File: config.mk
export PLATFORM = sky130hd
export DESIGN_NAME = cv32e40p_ft_replica_manager
export DESIGN_NICKNAME = d
export VERILOG_FILES = /design/src/rtl/cv32e40p_ft_replica_manager_pkg.sv /design/src/rtl/cv32e40p_ft_replica_manager_err_counter.sv /design/src/rtl/cv32e40p_ft_replica_manager.sv
export SDC_FILE = /design/constraint.sdc
export NUM_CORES = 1
export LEC_CHECK = 0
export CELL_PAD_IN_SITES_DETAIL_PLACEMENT = 1
export CELL_PAD_IN_SITES_GLOBAL_PLACEMENT = 2
export CORE_UTILIZATION = 23
export DETAILED_ROUTE_END_ITERATION = 10
export MAX_ROUTING_LAYER = met4
export PLACE_DENSITY_LB_ADDON = 0.1
export SETUP_SLACK_MARGIN = 0.5
export SLEW_MARGIN = 20
export SYNTH_ARGS = -nofsm -noshare
export SYNTH_HDL_FRONTEND = slang
export SYNTH_HIERARCHICAL = 1
export SYNTH_SLANG_ARGS = --single-unit
File: constraint.sdc
create_clock -name clk -period 4.53 [get_ports clk]
set_clock_uncertainty 0.05 [all_clocks]
set_input_delay 0.6795 -clock clk [delete_from_list [all_inputs] [get_ports clk]]
set_output_delay 0.6795 -clock clk [all_outputs]
set_load 0.01 [all_outputs]
File: src/rtl/cv32e40p_ft_replica_manager_pkg.sv
// -----------------------------------------------------------------------------
// cv32e40p_pkg
// Shared types and default constants for the fault-tolerant replica manager.
//   ft_mgr_state_e : swap state machine encoding (IDLE, WARM, COMMIT, DEGRADED)
//   FT_*_DEFAULT   : default parameter values of the manager
//   FT_N_SLOT      : number of voter slots (fixed triple-modular voting)
// -----------------------------------------------------------------------------
package cv32e40p_pkg;

    typedef enum logic [1:0] {
        IDLE     = 2'd0,
        WARM     = 2'd1,
        COMMIT   = 2'd2,
        DEGRADED = 2'd3
    } ft_mgr_state_e;

    localparam int FT_N_SLOT               = 3;
    localparam int FT_N_REP_DEFAULT        = 4;
    localparam int FT_CNT_W_DEFAULT        = 8;
    localparam int FT_THRESH_DEFAULT       = 200;
    localparam int FT_WARM_CYC_DEFAULT     = 2;
    localparam int FT_DECAY_PERIOD_DEFAULT = 1024;

endpackage

File: src/rtl/cv32e40p_ft_replica_manager_err_counter.sv
// -----------------------------------------------------------------------------
// cv32e40p_ft_err_counter
// Saturating per-replica error counter with clear and optional decrement.
//   clk, rst : clock, asynchronous active-high reset
//   clr_i    : zero the counter (highest priority)
//   inc_i    : add one, saturating at all-ones
//   dec_i    : subtract one if non-zero (tie low when decay is not built)
//   cnt_o    : current count
// -----------------------------------------------------------------------------
module cv32e40p_ft_err_counter #(
    parameter int CNT_W = 8
) (
    input  logic             clk,
    input  logic             rst,
    input  logic             clr_i,
    input  logic             inc_i,
    input  logic             dec_i,
    output logic [CNT_W-1:0] cnt_o
);

    localparam logic [CNT_W-1:0] CNT_MAX  = {CNT_W{1'b1}};
    localparam logic [CNT_W-1:0] CNT_ONE  = CNT_W'(1);
    localparam logic [CNT_W-1:0] CNT_ZERO = {CNT_W{1'b0}};

    logic [CNT_W-1:0] cnt_d;
    logic [CNT_W-1:0] cnt_q;

    // Next count: clear beats increment beats decrement.
    always_comb begin
        cnt_d = cnt_q;
        if (clr_i) begin
            cnt_d = CNT_ZERO;
        end else if (inc_i) begin
            if (cnt_q != CNT_MAX) begin
                cnt_d = cnt_q + CNT_ONE;
            end else begin
                cnt_d = cnt_q;
            end
        end else if (dec_i) begin
            if (cnt_q != CNT_ZERO) begin
                cnt_d = cnt_q - CNT_ONE;
            end else begin
                cnt_d = cnt_q;
            end
        end else begin
            cnt_d = cnt_q;
        end
    end

    // Count register.
    always_ff @(posedge clk or posedge rst) begin
        if (rst) begin
            cnt_q <= CNT_ZERO;
        end else begin
            cnt_q <= cnt_d;
        end
    end

    assign cnt_o = cnt_q;

endmodule

File: src/rtl/cv32e40p_ft_replica_manager.sv
// -----------------------------------------------------------------------------
// cv32e40p_ft_replica_manager
// Tracks voter disagreements per replica, declares replicas permanently faulty
// at THRESH errors and hot-swaps a spare into the affected voter slot after a
// WARM_CYC-cycle warm-up. With no spare left the mapping freezes (degraded).
//
// Optional feature macro: FT_ERR_DECAY_EN -- every DECAY_PERIOD consecutive
// error-free valid cycles, each non-zero active counter decrements by one.
//
// Ports:
//   clk, rst       : clock, asynchronous active-high reset
//   valid_i        : a voted operation completed this cycle
//   err_slot_i     : per-slot disagreement flags
//   clear_i        : zero all error counters
//   sel_o          : replica index feeding each of the three voter slots
//   active_mask_o  : replicas mapped to a slot
//   clock_en_o     : per-replica clock enable (active or warming spare)
//   faulty_o       : sticky permanent-fault flags
//   perf_trig_o    : one-cycle pulse when a replica is declared faulty
//   swap_busy_o    : swap in progress (WARM or COMMIT)
//   degraded_o     : a fault was found with no spare left
//   fatal_o        : sticky, all three slots disagreed at once
// -----------------------------------------------------------------------------
import cv32e40p_pkg::*;

module cv32e40p_ft_replica_manager #(
    parameter int N_REP        = FT_N_REP_DEFAULT,
    parameter int CNT_W        = FT_CNT_W_DEFAULT,
    parameter int THRESH       = FT_THRESH_DEFAULT,
    parameter int WARM_CYC     = FT_WARM_CYC_DEFAULT,
    parameter int DECAY_PERIOD = FT_DECAY_PERIOD_DEFAULT
) (
    input  logic                         clk,
    input  logic                         rst,
    input  logic                         valid_i,
    input  logic [2:0]                   err_slot_i,
    input  logic                         clear_i,
    output logic [3*$clog2(N_REP)-1:0]   sel_o,
    output logic [N_REP-1:0]             active_mask_o,
    output logic [N_REP-1:0]             clock_en_o,
    output logic [N_REP-1:0]             faulty_o,
    output logic [N_REP-1:0]             perf_trig_o,
    output logic                         swap_busy_o,
    output logic                         degraded_o,
    output logic                         fatal_o
);

    localparam int SEL_W = $clog2(N_REP);
    localparam int NS    = FT_N_SLOT;

    // Identity mapping: slot k is fed by replica k.
    function automatic logic [NS*SEL_W-1:0] sel_reset();
        logic [NS*SEL_W-1:0] v;
        v = '0;
        for (int k = 0; k < NS; k++) begin
            v[k*SEL_W +: SEL_W] = SEL_W'(k);
        end
        return v;
    endfunction

    localparam logic [NS*SEL_W-1:0] SEL_RST    = sel_reset();
    localparam logic [N_REP-1:0]    ACTIVE_RST = N_REP'(3'b111);

    ft_mgr_state_e         state_d, state_q;
    logic [2:0]            warm_d, warm_q;
    logic [1:0]            fslot_d, fslot_q;
    logic [SEL_W-1:0]      spare_d, spare_q;
    logic [NS*SEL_W-1:0]   sel_d, sel_q;
    logic [N_REP-1:0]      active_d, active_q;
    logic [N_REP-1:0]      clk_en_d, clk_en_q;
    logic [N_REP-1:0]      faulty_d, faulty_q;
    logic [N_REP-1:0]      trig_d, trig_q;
    logic                  busy_d, busy_q;
    logic                  deg_d, deg_q;
    logic                  fatal_d, fatal_q;

    logic [N_REP-1:0]      inc_s;
    logic [CNT_W-1:0]      cnt_s [N_REP];
    logic                  decay_s;
    logic                  commit_s;
    logic                  hit_s;
    logic [1:0]            hit_slot_s;
    logic [SEL_W-1:0]      hit_rep_s;
    logic [SEL_W-1:0]      rep_s;
    logic                  spare_found_s;
    logic [SEL_W-1:0]      spare_s;
    logic [SEL_W-1:0]      frep_s;

    // Increment the replica mapped to each flagged slot; an all-slot
    // disagreement has no majority and is not charged to anyone.
    always_comb begin
        inc_s = '0;
        if (valid_i && (err_slot_i != 3'b111)) begin
            for (int k = 0; k < NS; k++) begin
                if (err_slot_i[k]) begin
                    inc_s[sel_q[k*SEL_W +: SEL_W]] = 1'b1;
                end else begin
                    inc_s = inc_s;
                end
            end
        end else begin
            inc_s = '0;
        end
    end

`ifdef FT_ERR_DECAY_EN
    localparam int PER_W = $clog2(DECAY_PERIOD + 1);

    logic [PER_W-1:0] per_d, per_q;

    // Count consecutive clean valid cycles; any error restarts the period.
    always_comb begin
        per_d   = per_q;
        decay_s = 1'b0;
        if (valid_i) begin
            if (err_slot_i == 3'b000) begin
                if (per_q == PER_W'(DECAY_PERIOD - 1)) begin
                    per_d   = '0;
                    decay_s = 1'b1;
                end else begin
                    per_d = per_q + PER_W'(1);
                end
            end else begin
                per_d = '0;
            end
        end else begin
            per_d = per_q;
        end
    end

    // Decay period register.
    always_ff @(posedge clk or posedge rst) begin
        if (rst) begin
            per_q <= '0;
        end else begin
            per_q <= per_d;
        end
    end
`else
    assign decay_s = 1'b0;
`endif

    for (genvar r = 0; r < N_REP; r++) begin : g_cnt
        cv32e40p_ft_err_counter #(
            .CNT_W (CNT_W)
        ) u_cnt (
            .clk   (clk),
            .rst   (rst),
            .clr_i (clear_i | (commit_s & (spare_q == SEL_W'(r)))),
            .inc_i (inc_s[r]),
            .dec_i (decay_s & active_q[r]),
            .cnt_o (cnt_s[r])
        );
    end

    // Lowest slot whose non-faulty replica has reached the threshold, and
    // lowest-index replica that is neither mapped nor faulty.
    always_comb begin
        hit_s         = 1'b0;
        hit_slot_s    = 2'd0;
        hit_rep_s     = '0;
        rep_s         = '0;
        spare_found_s = 1'b0;
        spare_s       = '0;
        for (int k = 0; k < NS; k++) begin
            rep_s = sel_q[k*SEL_W +: SEL_W];
            if (!hit_s && !faulty_q[rep_s] && (cnt_s[rep_s] >= CNT_W'(THRESH))) begin
                hit_s      = 1'b1;
                hit_slot_s = 2'(k);
                hit_rep_s  = rep_s;
            end else begin
                hit_s = hit_s;
            end
        end
        for (int r = N_REP - 1; r >= 0; r--) begin
            if (!active_q[r] && !faulty_q[r]) begin
                spare_found_s = 1'b1;
                spare_s       = SEL_W'(r);
            end else begin
                spare_found_s = spare_found_s;
            end
        end
    end

    assign frep_s = sel_q[int'(fslot_q)*SEL_W +: SEL_W];

    // Swap state machine next-state and output logic.
    always_comb begin
        state_d  = state_q;
        warm_d   = warm_q;
        fslot_d  = fslot_q;
        spare_d  = spare_q;
        sel_d    = sel_q;
        active_d = active_q;
        faulty_d = faulty_q;
        trig_d   = '0;
        busy_d   = busy_q;
        deg_d    = deg_q;
        fatal_d  = fatal_q | (valid_i & (err_slot_i == 3'b111));
        commit_s = 1'b0;
        case (state_q)
            IDLE: begin
                if (hit_s) begin
                    faulty_d[hit_rep_s] = 1'b1;
                    trig_d[hit_rep_s]   = 1'b1;
                    fslot_d             = hit_slot_s;
                    if (spare_found_s) begin
                        state_d = WARM;
                        spare_d = spare_s;
                        warm_d  = 3'd0;
                        busy_d  = 1'b1;
                    end else begin
                        state_d = DEGRADED;
                        deg_d   = 1'b1;
                    end
                end else begin
                    state_d = IDLE;
                end
            end
            WARM: begin
                if (warm_q == 3'(WARM_CYC - 1)) begin
                    state_d = COMMIT;
                end else begin
                    warm_d = warm_q + 3'd1;
                end
            end
            COMMIT: begin
                commit_s                              = 1'b1;
                sel_d[int'(fslot_q)*SEL_W +: SEL_W]   = spare_q;
                active_d[frep_s]                      = 1'b0;
                active_d[spare_q]                     = 1'b1;
                busy_d                                = 1'b0;
                state_d                               = IDLE;
            end
            DEGRADED: begin
                state_d = DEGRADED;
            end
            default: begin
                state_d = IDLE;
            end
        endcase
        // The spare is clocked from the start of warm-up onwards.
        if ((state_d == WARM) || (state_d == COMMIT)) begin
            clk_en_d = active_d | (N_REP'(1) << spare_d);
        end else begin
            clk_en_d = active_d;
        end
    end

    // State and registered outputs.
    always_ff @(posedge clk or posedge rst) begin
        if (rst) begin
            state_q  <= IDLE;
            warm_q   <= 3'd0;
            fslot_q  <= 2'd0;
            spare_q  <= '0;
            sel_q    <= SEL_RST;
            active_q <= ACTIVE_RST;
            clk_en_q <= ACTIVE_RST;
            faulty_q <= '0;
            trig_q   <= '0;
            busy_q   <= 1'b0;
            deg_q    <= 1'b0;
            fatal_q  <= 1'b0;
        end else begin
            state_q  <= state_d;
            warm_q   <= warm_d;
            fslot_q  <= fslot_d;
            spare_q  <= spare_d;
            sel_q    <= sel_d;
            active_q <= active_d;
            clk_en_q <= clk_en_d;
            faulty_q <= faulty_d;
            trig_q   <= trig_d;
            busy_q   <= busy_d;
            deg_q    <= deg_d;
            fatal_q  <= fatal_d;
        end
    end

    assign sel_o         = sel_q;
    assign active_mask_o = active_q;
    assign clock_en_o    = clk_en_q;
    assign faulty_o      = faulty_q;
    assign perf_trig_o   = trig_q;
    assign swap_busy_o   = busy_q;
    assign degraded_o    = deg_q;
    assign fatal_o       = fatal_q;

endmodule

==> results.cfg, run 1 <==
[grt]
grt_max_degree = 30
grt_pass1_vias = 5075
grt.total_usage = 0.153
overflow = 0
antenna_found_initial = 0
grt_first_pass_wirelength_um = 27600

[clock_tree]
clockBufferDepth = 2
cts_buffers = 9
cts_hold_buf = 0
clk_latency_ns = 0.35
cts_sinks = 66
cts-root-buf = clkbuf_16
clkTransAtPathRegs_ns = 0.06
cts_tree = yes
cts_resized = 0
htree_levels = 3
cts_setup_buffers = 0

[placed_design]
gp_congestion = 0.788
hpwl_um = 12600
portBuffers = 31
place_inst = 885
placed_cell_area_mm2 = 0.00590

[worst_setup_path]
r2r-start = sel_o[5]
worst-r2r-cell-count = 8
crit_arrival_ns = 3.90
reg2reg_to = g_cnt[3].u_cnt/cnt_o[7]
worstPathRequired_ns = 4.69
crit_fanout = 7
crit_path_start_kind = input port
reg2reg_slack_ns = 1.09
end_kind = flop
critPathKind = input port to flop

[synthesis]
ys_warn_count = 6
ys_types = 69
synth_compound_area_frac = 0.302
synthArstFlopShare = 1.00
avgSynthCellArea_um2 = 9.16
yosysSeqAreaShare = 0.315
yosysTopAreaCell = dfrtp_1
synth_cells = 576
synth_top_family_by_area = compound AO/OA/AOI/OAI gates
synthesis.area_mm2 = 0.00527
yosysTopAreaCellShare = 0.275
synth_edf_count = 0
synthAdderAreaFrac = 0.0864
synthTopCellsByArea = dfrtp_1, ha_1, dfstp_2
synth_xor_area_frac = 0.00830
synth-simple-area-share = 0.237
synthFlopType = dfrtp_1
synthMuxAreaShare = 0.0142
synth.ff_latch_count = 66

[timing]
slew_headroom = 0.500
tns_ns = 0
max_freq_ghz = 0.268
drv_slew = 0
rsz0062_at_grt = no
worst_pin_slew_ns = 0.744
hold_viol_final = 0
setup_violations = 0
fin_crit_sh = 0.824
holdWs_ns = 0.432
period_needed_ns = 3.73

[finish]
multiInputGateArea_mm2 = 0.00344
drive_above_1_share = 0.130
area_growth_pct = 18.2
final_cell_area_mm2 = 0.00623
finalNonFillerCells = 901
regArea_mm2 = 0.00166
nFillCells = 2598
num-nets-final = 652
diodes = 0
post-route-util = 0.276

[floorplan]
die_height_um = 153
die_w_um = 153
initial_core_util = 0.234
core_area_mm2 = 0.0226
num_rows = 55
io_pins = 32
dieArea_mm2 = 0.0235

[detailed_routing]
drtAntennaViolNets = 0
wl_per_cell_um = 18.5
drc = 0
routed_wl_um = 16600
drt-initial-drc-count = 195
vias_per_cell = 5.34
first_pass_iters = 4
routed-via-count = 4814

[pwr]
vdd_drop_max_mv = 0.207
p_leak_nw = 2.42
powerDensity_mw_per_mm2 = 691

[status]
status = finished, final reports clean

[min_path]
min_path_cells = 1
holdPathEnd = fatal_o
hold_start = fatal_o
min_path_type = flop to flop

[run]
cap_violations = 0
[synthesized netlist by cell type (13+ instances only)]
| library cell | n |
|---|---|
| a211oi_1 | 13 |
| a21oi_1 | 32 |
| dfrtp_1 | 58 |
| ha_1 | 30 |
| inv_1 | 29 |
| nand2_1 | 40 |
| nand2b_1 | 14 |
| nand3_1 | 25 |
| nor2_1 | 36 |
| nor2b_1 | 15 |
| nor3b_1 | 14 |
| o21a_1 | 23 |
| o21ai_0 | 22 |
| o31ai_1 | 15 |
[worst max-delay path, cell delays in order]
cell             delay, ns
clkdlybuf4s50_1       0.53
nand3_1               0.14
nand2_1               0.12
a31oi_1               0.44
inv_1                 0.28
ha_1                  0.38
a211oi_1              0.36
o211ai_1              0.22
and4_2                0.25
or4_1                 0.49
[cells in the final DEF, fill, tap and decap left out, drive strengths merged, types with 5 or more instances in the layout]
cell / synthesis / final
dfrtp: 58 / 58
nand2: 40 / 40
nor2: 37 / 37
a21oi: 32 / 32
clkdlybuf4s50: 0 / 31
ha: 30 / 30
o21ai: 30 / 30
inv: 29 / 29
nand3: 25 / 25
o21a: 23 / 23
nor2b: 15 / 15
o31ai: 15 / 15
nand2b: 14 / 14
nor3b: 14 / 14
a211oi: 14 / 14
or4: 13 / 13
nor3: 12 / 12
clkbuf: 5 / 10
o211ai: 9 / 9
o221ai: 9 / 9
dfstp: 8 / 8
nand4: 8 / 8
a21boi: 8 / 8
and2b: 8 / 8
a211o: 8 / 8
and4: 8 / 8
a311oi: 6 / 6
o21bai: 6 / 6
a21o: 6 / 6
o22ai: 5 / 5
or2: 5 / 5
xnor2: 5 / 5
[metal layers]
metal | GRT usage | wire length [um]
met5 | - | 0
met4 | 0.0352 | 174
met3 | 0.0306 | 411
met2 | 0.250 | 7890
met1 | 0.193 | 8160
[worst max path at each step]
| stage | start | end | cells after the start |
|---|---|---|---|
| after global placement | err_slot_i[1] | g_cnt[0].u_cnt/cnt_o[7] | 10 |
| after global routing | err_slot_i[2] | g_cnt[3].u_cnt/cnt_o[7] | 10 |
| after floorplan | sel_o[5] | g_cnt[3].u_cnt/cnt_o[7] | 9 |
| after CTS | err_slot_i[2] | g_cnt[0].u_cnt/cnt_o[7] | 10 |
| after detailed placement | err_slot_i[2] | g_cnt[0].u_cnt/cnt_o[7] | 10 |
| final | err_slot_i[1] | g_cnt[3].u_cnt/cnt_o[7] | 10 |
[logic make-up (layout without fill, tap and decap cells)]
group                    count (synthesis)  in the layout
multiplexers                             5              5
AO/OA/AOI/OAI                          206            206
adder cells (fa/ha/maj)                 34             34
AND/OR/NAND/NOR                        216            216
flip-flops                              66             66
buffers and inverters                   43             80
XOR/XNOR                                 5              5
other                                    1              4
[stage by stage]
step	setup slack, ns	power (mW)
floorplan	1.30	2.83
global placement	0.381	3.47
detailed placement	0.309	3.49
CTS	0.659	4.32
global route	0.502	4.69
finish	0.796	4.31
[registers in the layout, indices dropped and copies added (netlist names)]
name               count
sel_o                  6
active_mask_o          4
clock_en_o             4
spare_q                2
faulty_o               4
g_cnt.u_cnt/cnt_o     32
fslot_q                2
swap_busy_o            1
fatal_o                1
warm_q                 3
degraded_o             1
state_q                2
perf_trig_o            4
[cell type report]
cell class                 count  area share
multi-input combinational    470       0.551
sequential                    66       0.267
tap                          285      0.0572
timing repair buffer          35      0.0546
clock buffer                  10      0.0383
inverter                      29      0.0175
clock inverter                 6      0.0144
[power breakdown]
group / leakage [nW] / total, mW / switching, mW / internal, mW
registers: 0.850 / 1.11 / 0.298 / 0.810
logic: 1.41 / 2.41 / 1.34 / 1.07
clock network: 0.159 / 0.789 / 0.291 / 0.498
total: 2.42 / 4.31 / 1.93 / 2.38
Note: power is estimated with default switching activity, not from simulation.
==> run 2: changes to the inputs <==
==> constraint.sdc (replaced) <==
create_clock -name clk -period 3.3 [get_ports clk]
set_clock_uncertainty 0.05 [all_clocks]
set_input_delay 0.495 -clock clk [delete_from_list [all_inputs] [get_ports clk]]
set_output_delay 0.495 -clock clk [all_outputs]
set_load 0.01 [all_outputs]
==> run 2 against run 1 <==
Compared with the run above:
- flip-flop and latch count unchanged
- register-to-register slack worse by 0.58 ns
- die area unchanged
- critical path depth up 2
- wire length up 6.6%
- global-route usage up 0.79 points
- power up 56%
==> results.cfg, run 2 (synthesis gave the netlist of run 1 again) <==
[grt]
grt_use_met3 = 0.0255
grt.total_usage = 0.161
grt_max_degree = 35
grt_first_pass_wirelength_um = 29000
grt_pass1_vias = 5342
grt_busiest_layer = met2
antenna_found_initial = 0
use_met1 = 0.211
overflow = 0
grtUsageMet2 = 0.256

[pwr]
seqPwrFrac = 0.229
p_sw_mw = 2.91
combinationalPowerShare = 0.610
p_leak_nw = 2.84
p_sw_frac = 0.432
powerDensity_mw_per_mm2 = 950
p_int_mw = 3.82
power_frac_clock = 0.161
vdd_drop_max_mv = 0.320

[placed_design]
gp_congestion = 0.779
hpwl_um = 13800
placed_cell_area_mm2 = 0.00645
portBuffers = 31
place_inst = 945

[run]
cap_violations = 0

[detailed_routing]
first_pass_iters = 4
vias_per_cell = 5.19
wl_per_cell_um = 18.2
drt-initial-drc-count = 184
routed_wl_um = 17700
drtAntennaViolNets = 0
drc = 0
routed-via-count = 5061

[clock_tree]
htree_levels = 3
cts_tree = yes
cts_sinks = 66
cts-root-buf = clkbuf_16
clk_latency_ns = 0.34
clkTransAtPathRegs_ns = 0.06
clockBufferDepth = 2
cts_buffers = 9

[worst_setup_path]
worstPathRequired_ns = 3.46
crit_path_start_kind = input port
critPathKind = input port to flop
crit_arrival_ns = 2.95
end_kind = flop
crit_fanout = 6

[floorplan]
die_w_um = 153
io_pins = 32
num_rows = 55
dieArea_mm2 = 0.0235
core_area_mm2 = 0.0226
initial_core_util = 0.234
die_height_um = 153

[finish]
diodes = 0
drive_above_1_share = 0.294
largest_reg_flops = 32
num-nets-final = 726
mostFrequentLayoutCells = buf_4, dfrtp_1, nand2_1
finalNonFillerCells = 975
area_growth_pct = 34.4
final_common_cell = buf_4
final_cell_area_mm2 = 0.00709

[timing]
rsz0062_at_grt = yes
hold_viol_final = 0
drv_slew = 0
worst_pin_slew_ns = 0.591
fin_crit_sh = 0.845
max_freq_ghz = 0.359
slew_headroom = 0.603
period_needed_ns = 2.79
setup_violations = 0

[status]
status = finished, final reports clean

[min_path]
min_path_type = flop to flop
==> run 2: cell types whose count changed in the layout (fill, tap and decap cells not counted), sizes merged <==
cell	change
clkinvlp	-1
clkinv	-1
clkdlybuf4s50	-3
buf	+74
clkbuf	+2
dlygate4sd2	+3
==> run 2: path summary, 6_finish.rpt <==
kind,depth (start not counted),from,to,slack (ns)
setup / recovery,12,err_slot_i[2],g_cnt[1].u_cnt/cnt_o[7],0.51
hold / removal,1,fatal_o,fatal_o,0.42
setup reg to reg,9,sel_o[2],g_cnt[0].u_cnt/cnt_o[7],0.51
hold reg to reg,1,fatal_o,fatal_o,0.42
max in group asynchronous,3,rst,sel_o[5],2.07
min in group asynchronous,2,rst,g_cnt[3].u_cnt/cnt_o[2],0.64
==> run 2: timing repair <==
action / in CTS / in global routing
hold buffers: 0 / 0
gates resized for setup: 19 / 37
setup buffers: 9 / 5
endpoints found under the setup margin: 17 / 13
pin swaps: 6 / 16
cloned: 0 / 0
==> run 2: power by group through the flow <==
stage | registers (mW) | logic, mW | clock network [mW]
floorplan | 1.42 | 2.54 | 0
global placement | 1.52 | 3.74 | 0
detailed placement | 1.53 | 3.79 | 0
CTS | 1.53 | 3.88 | 1.12
global route | 1.59 | 4.51 | 1.15
finish | 1.54 | 4.11 | 1.08
==> run 2: layout make-up <==
cell class | count | area (um2)
Timing Repair Buffer | 109 | 892
Multi-Input combinational cell | 470 | 3720
Clock inverter | 4 | 73.8
Inverter | 29 | 119
Sequential cell | 66 | 1660
Clock buffer | 12 | 256
Tap cell | 285 | 357
Fill cell | 2602 | 15500
==> run 2: through the flow <==
stage / hold WS [ns] / util / total power [mW] / TNS (ns) / setup WS, ns
finish: 0.419 / 0.314 / 6.73 / 0 / 0.511
global route: 0.450 / 0.314 / 7.25 / 0 / 0.432
floorplan: 0.261 / - / 3.96 / 0 / 0.515
detailed placement: 0.413 / 0.286 / 5.32 / -0.591 / -0.192
CTS: 0.427 / 0.306 / 6.53 / 0 / 0.473
global placement: 0.418 / 0.286 / 5.26 / -0.169 / -0.0717
==> run 2: critical path, cell delays in order <==
cell           delay [ns]
dlygate4sd2_1        0.28
buf_4                0.16
nand2_1              0.07
nor2_1               0.05
a311oi_2             0.27
nor2_2               0.10
inv_4                0.13
ha_4                 0.23
a211oi_4             0.22
o211ai_1             0.17
and4_2               0.27
or4_4                0.51
==> run 2: layer usage <==
layer,vias to the layer above,share of wire
met1,2560,0.50
met3,8,0.018
met2,52,0.48
met4,0,0.0079
met5,-,0
li1,2441,-
==> run 3: changes to the inputs <==
==> constraint.sdc (replaced) <==
create_clock -name clk -period 2.52 [get_ports clk]
set_clock_uncertainty 0.05 [all_clocks]
set_input_delay 0.378 -clock clk [delete_from_list [all_inputs] [get_ports clk]]
set_output_delay 0.378 -clock clk [all_outputs]
set_load 0.01 [all_outputs]
==> run 3 against run 2 <==
Compared with the run above:
- worst setup slack got worse by 0.74 ns
- utilization grew 6.1 points
- the flow now finishes with violations (setup timing)
- register-to-register slack lost 0.74 ns
- die area unchanged
- critical endpoint is now g_cnt[0].u_cnt/cnt_o[5]
- critical path depth decreased by 2
- design area increased by 19%
- critical path type is now flop to flop
==> results.cfg, run 3 (synthesis gave the netlist of run 1 again) <==
[grt]
grt_pass1_vias = 5998
overflow = 0
grt_use_met3 = 0.0244
grt.total_usage = 0.179
grt_busiest_layer = met2
use_met1 = 0.215
antenna_found_initial = 0
grtUsageMet2 = 0.316
grt_max_degree = 35
grt_first_pass_wirelength_um = 32400

[finish]
num-nets-final = 820
post-route-util = 0.375
diodes = 0
drive_above_1_share = 0.466
final_cell_area_mm2 = 0.00846
final_common_cell = buf_4
largest_reg_flops = 32
nFillCells = 2533
area_growth_pct = 60.4
finalNonFillerCells = 1069
mostFrequentLayoutCells = buf_4, dfrtp_1, nand2_1

[min_path]
min_path_type = flop to flop

[floorplan]
die_w_um = 153
core_area_mm2 = 0.0226
num_rows = 55
die_height_um = 153
io_pins = 32
dieArea_mm2 = 0.0235
initial_core_util = 0.234

[timing]
max_freq_ghz = 0.364
layout_setup_ws_ns = -0.225
drv_slew = 0
hold_viol_final = 0
tns_ns = -2.47
rsz0062_at_grt = yes
fin_crit_sh = 1.09
period_needed_ns = 2.74
slew_headroom = 0.633
setup_violations = 22
worst_pin_slew_ns = 0.549

[detailed_routing]
vias_per_cell = 5.05
drtAntennaViolNets = 0
routed_wl_um = 19500
drt-initial-drc-count = 163
routed-via-count = 5403
first_pass_iters = 4
drc = 0
wl_per_cell_um = 18.3

[worst_setup_path]
cp_top_family = compound AO/OA/AOI/OAI gates
cp.buffers_inverters = 2
crit_fanout = 7
critPathSlowestCell = dfstp_2
crit_arrival_ns = 2.96
critPathKind = flop to flop
worstPathRequired_ns = 2.74
crit_chain = nor3b_2 > a311oi_2 > nor2_4 > clkinv_4 > ha_4 > buf_4 > a211o_4 > a2111o_1 > a32o_2 > a21oi_2
crit_path_start_kind = flop
slowest_delay_ns = 0.59
end_kind = flop

[status]
status = finished with violations
failed_checks = setup timing

[clock_tree]
clk_latency_ns = 0.34
cts_tree = yes
clockBufferDepth = 2
htree_levels = 3
cts_buffers = 9
cts-root-buf = clkbuf_16
clkTransAtPathRegs_ns = 0.06
cts_sinks = 66

[pwr]
finalPower_mw = 10.5
powerDensity_mw_per_mm2 = 1240
vdd_drop_max_mv = 0.518
p_leak_nw = 3.50

[run]
cap_violations = 0

[placed_design]
placed_cell_area_mm2 = 0.00721
hpwl_um = 15000
place_inst = 1014
portBuffers = 31
gp_congestion = 0.876
-- run 3: cell count changes in the layout (fill, tap and decap cells not counted), sizes merged --
cell and delta:
clkdlybuf4s50 -3, clkinv +4, dlymetal6s2s +1, inv -1
clkbuf -3, clkinvlp +1, bufinv -1, dlygate4sd2 +1
buf +95
-- run 3: worst register-to-register path, stage by stage, from the launching register on --
cell	delay, ns
dfstp_2	0.59
nor3b_2	0.07
a311oi_2	0.33
nor2_4	0.10
clkinv_4	0.12
ha_4	0.22
buf_4	0.13
a211o_4	0.34
a2111o_1	0.37
a32o_2	0.25
a21oi_2	0.11
-- run 3: area by class of cell --
cell class,count,area (um2),area share
inverter,29,126,0.0149
clock buffer,9,225,0.0266
tap,285,357,0.0422
sequential,66,1660,0.197
multi-input combinational,470,4270,0.505
timing repair buffer,203,1740,0.206
clock inverter,7,77.6,0.00917
-- run 3: worst paths after layout --
path	cells after the start	from	to	slack, ns
hold reg to reg	1	degraded_o	degraded_o	0.42
setup reg to reg	10	sel_o[5]	g_cnt[0].u_cnt/cnt_o[5]	-0.22
max in group asynchronous	3	rst	clock_en_o[1]	1.42
min in group asynchronous	2	rst	g_cnt[0].u_cnt/cnt_o[7]	0.49
hold / removal	1	degraded_o	degraded_o	0.42
setup / recovery	10	sel_o[5]	g_cnt[0].u_cnt/cnt_o[5]	-0.22
-- run 3: routing by layer --
| metal | wire length (um) | part of all wire |
|---|---|---|
| met5 | 0 | 0 |
| met4 | 226 | 0.012 |
| met1 | 8680 | 0.44 |
| met2 | 10300 | 0.53 |
| met3 | 296 | 0.015 |
-- run 3: report_power, final --
part | total, mW | internal, mW | leakage, nW | switching, mW
clock network | 1.29 | 0.772 | 0.146 | 0.516
registers | 1.87 | 1.46 | 0.847 | 0.415
logic | 7.34 | 3.81 | 2.51 | 3.52
-- run 3: repair_timing --
action / CTS / global route
pin swaps: 59 / 29
gates resized for setup: 105 / 48
hold buffers: 0 / 0
buffers inserted: 27 / 12
endpoints found under the setup margin: 55 / 58
-- run 3: stage by stage --
stage | worst slack (ns) | hold WS [ns]
4_1_cts | -0.205 | 0.426
3_5_place_dp | -0.816 | 0.410
5_1_grt | -0.353 | 0.431
6_report | -0.225 | 0.416
3_3_place_gp | -0.693 | 0.398
2_1_floorplan | -0.204 | 0.144
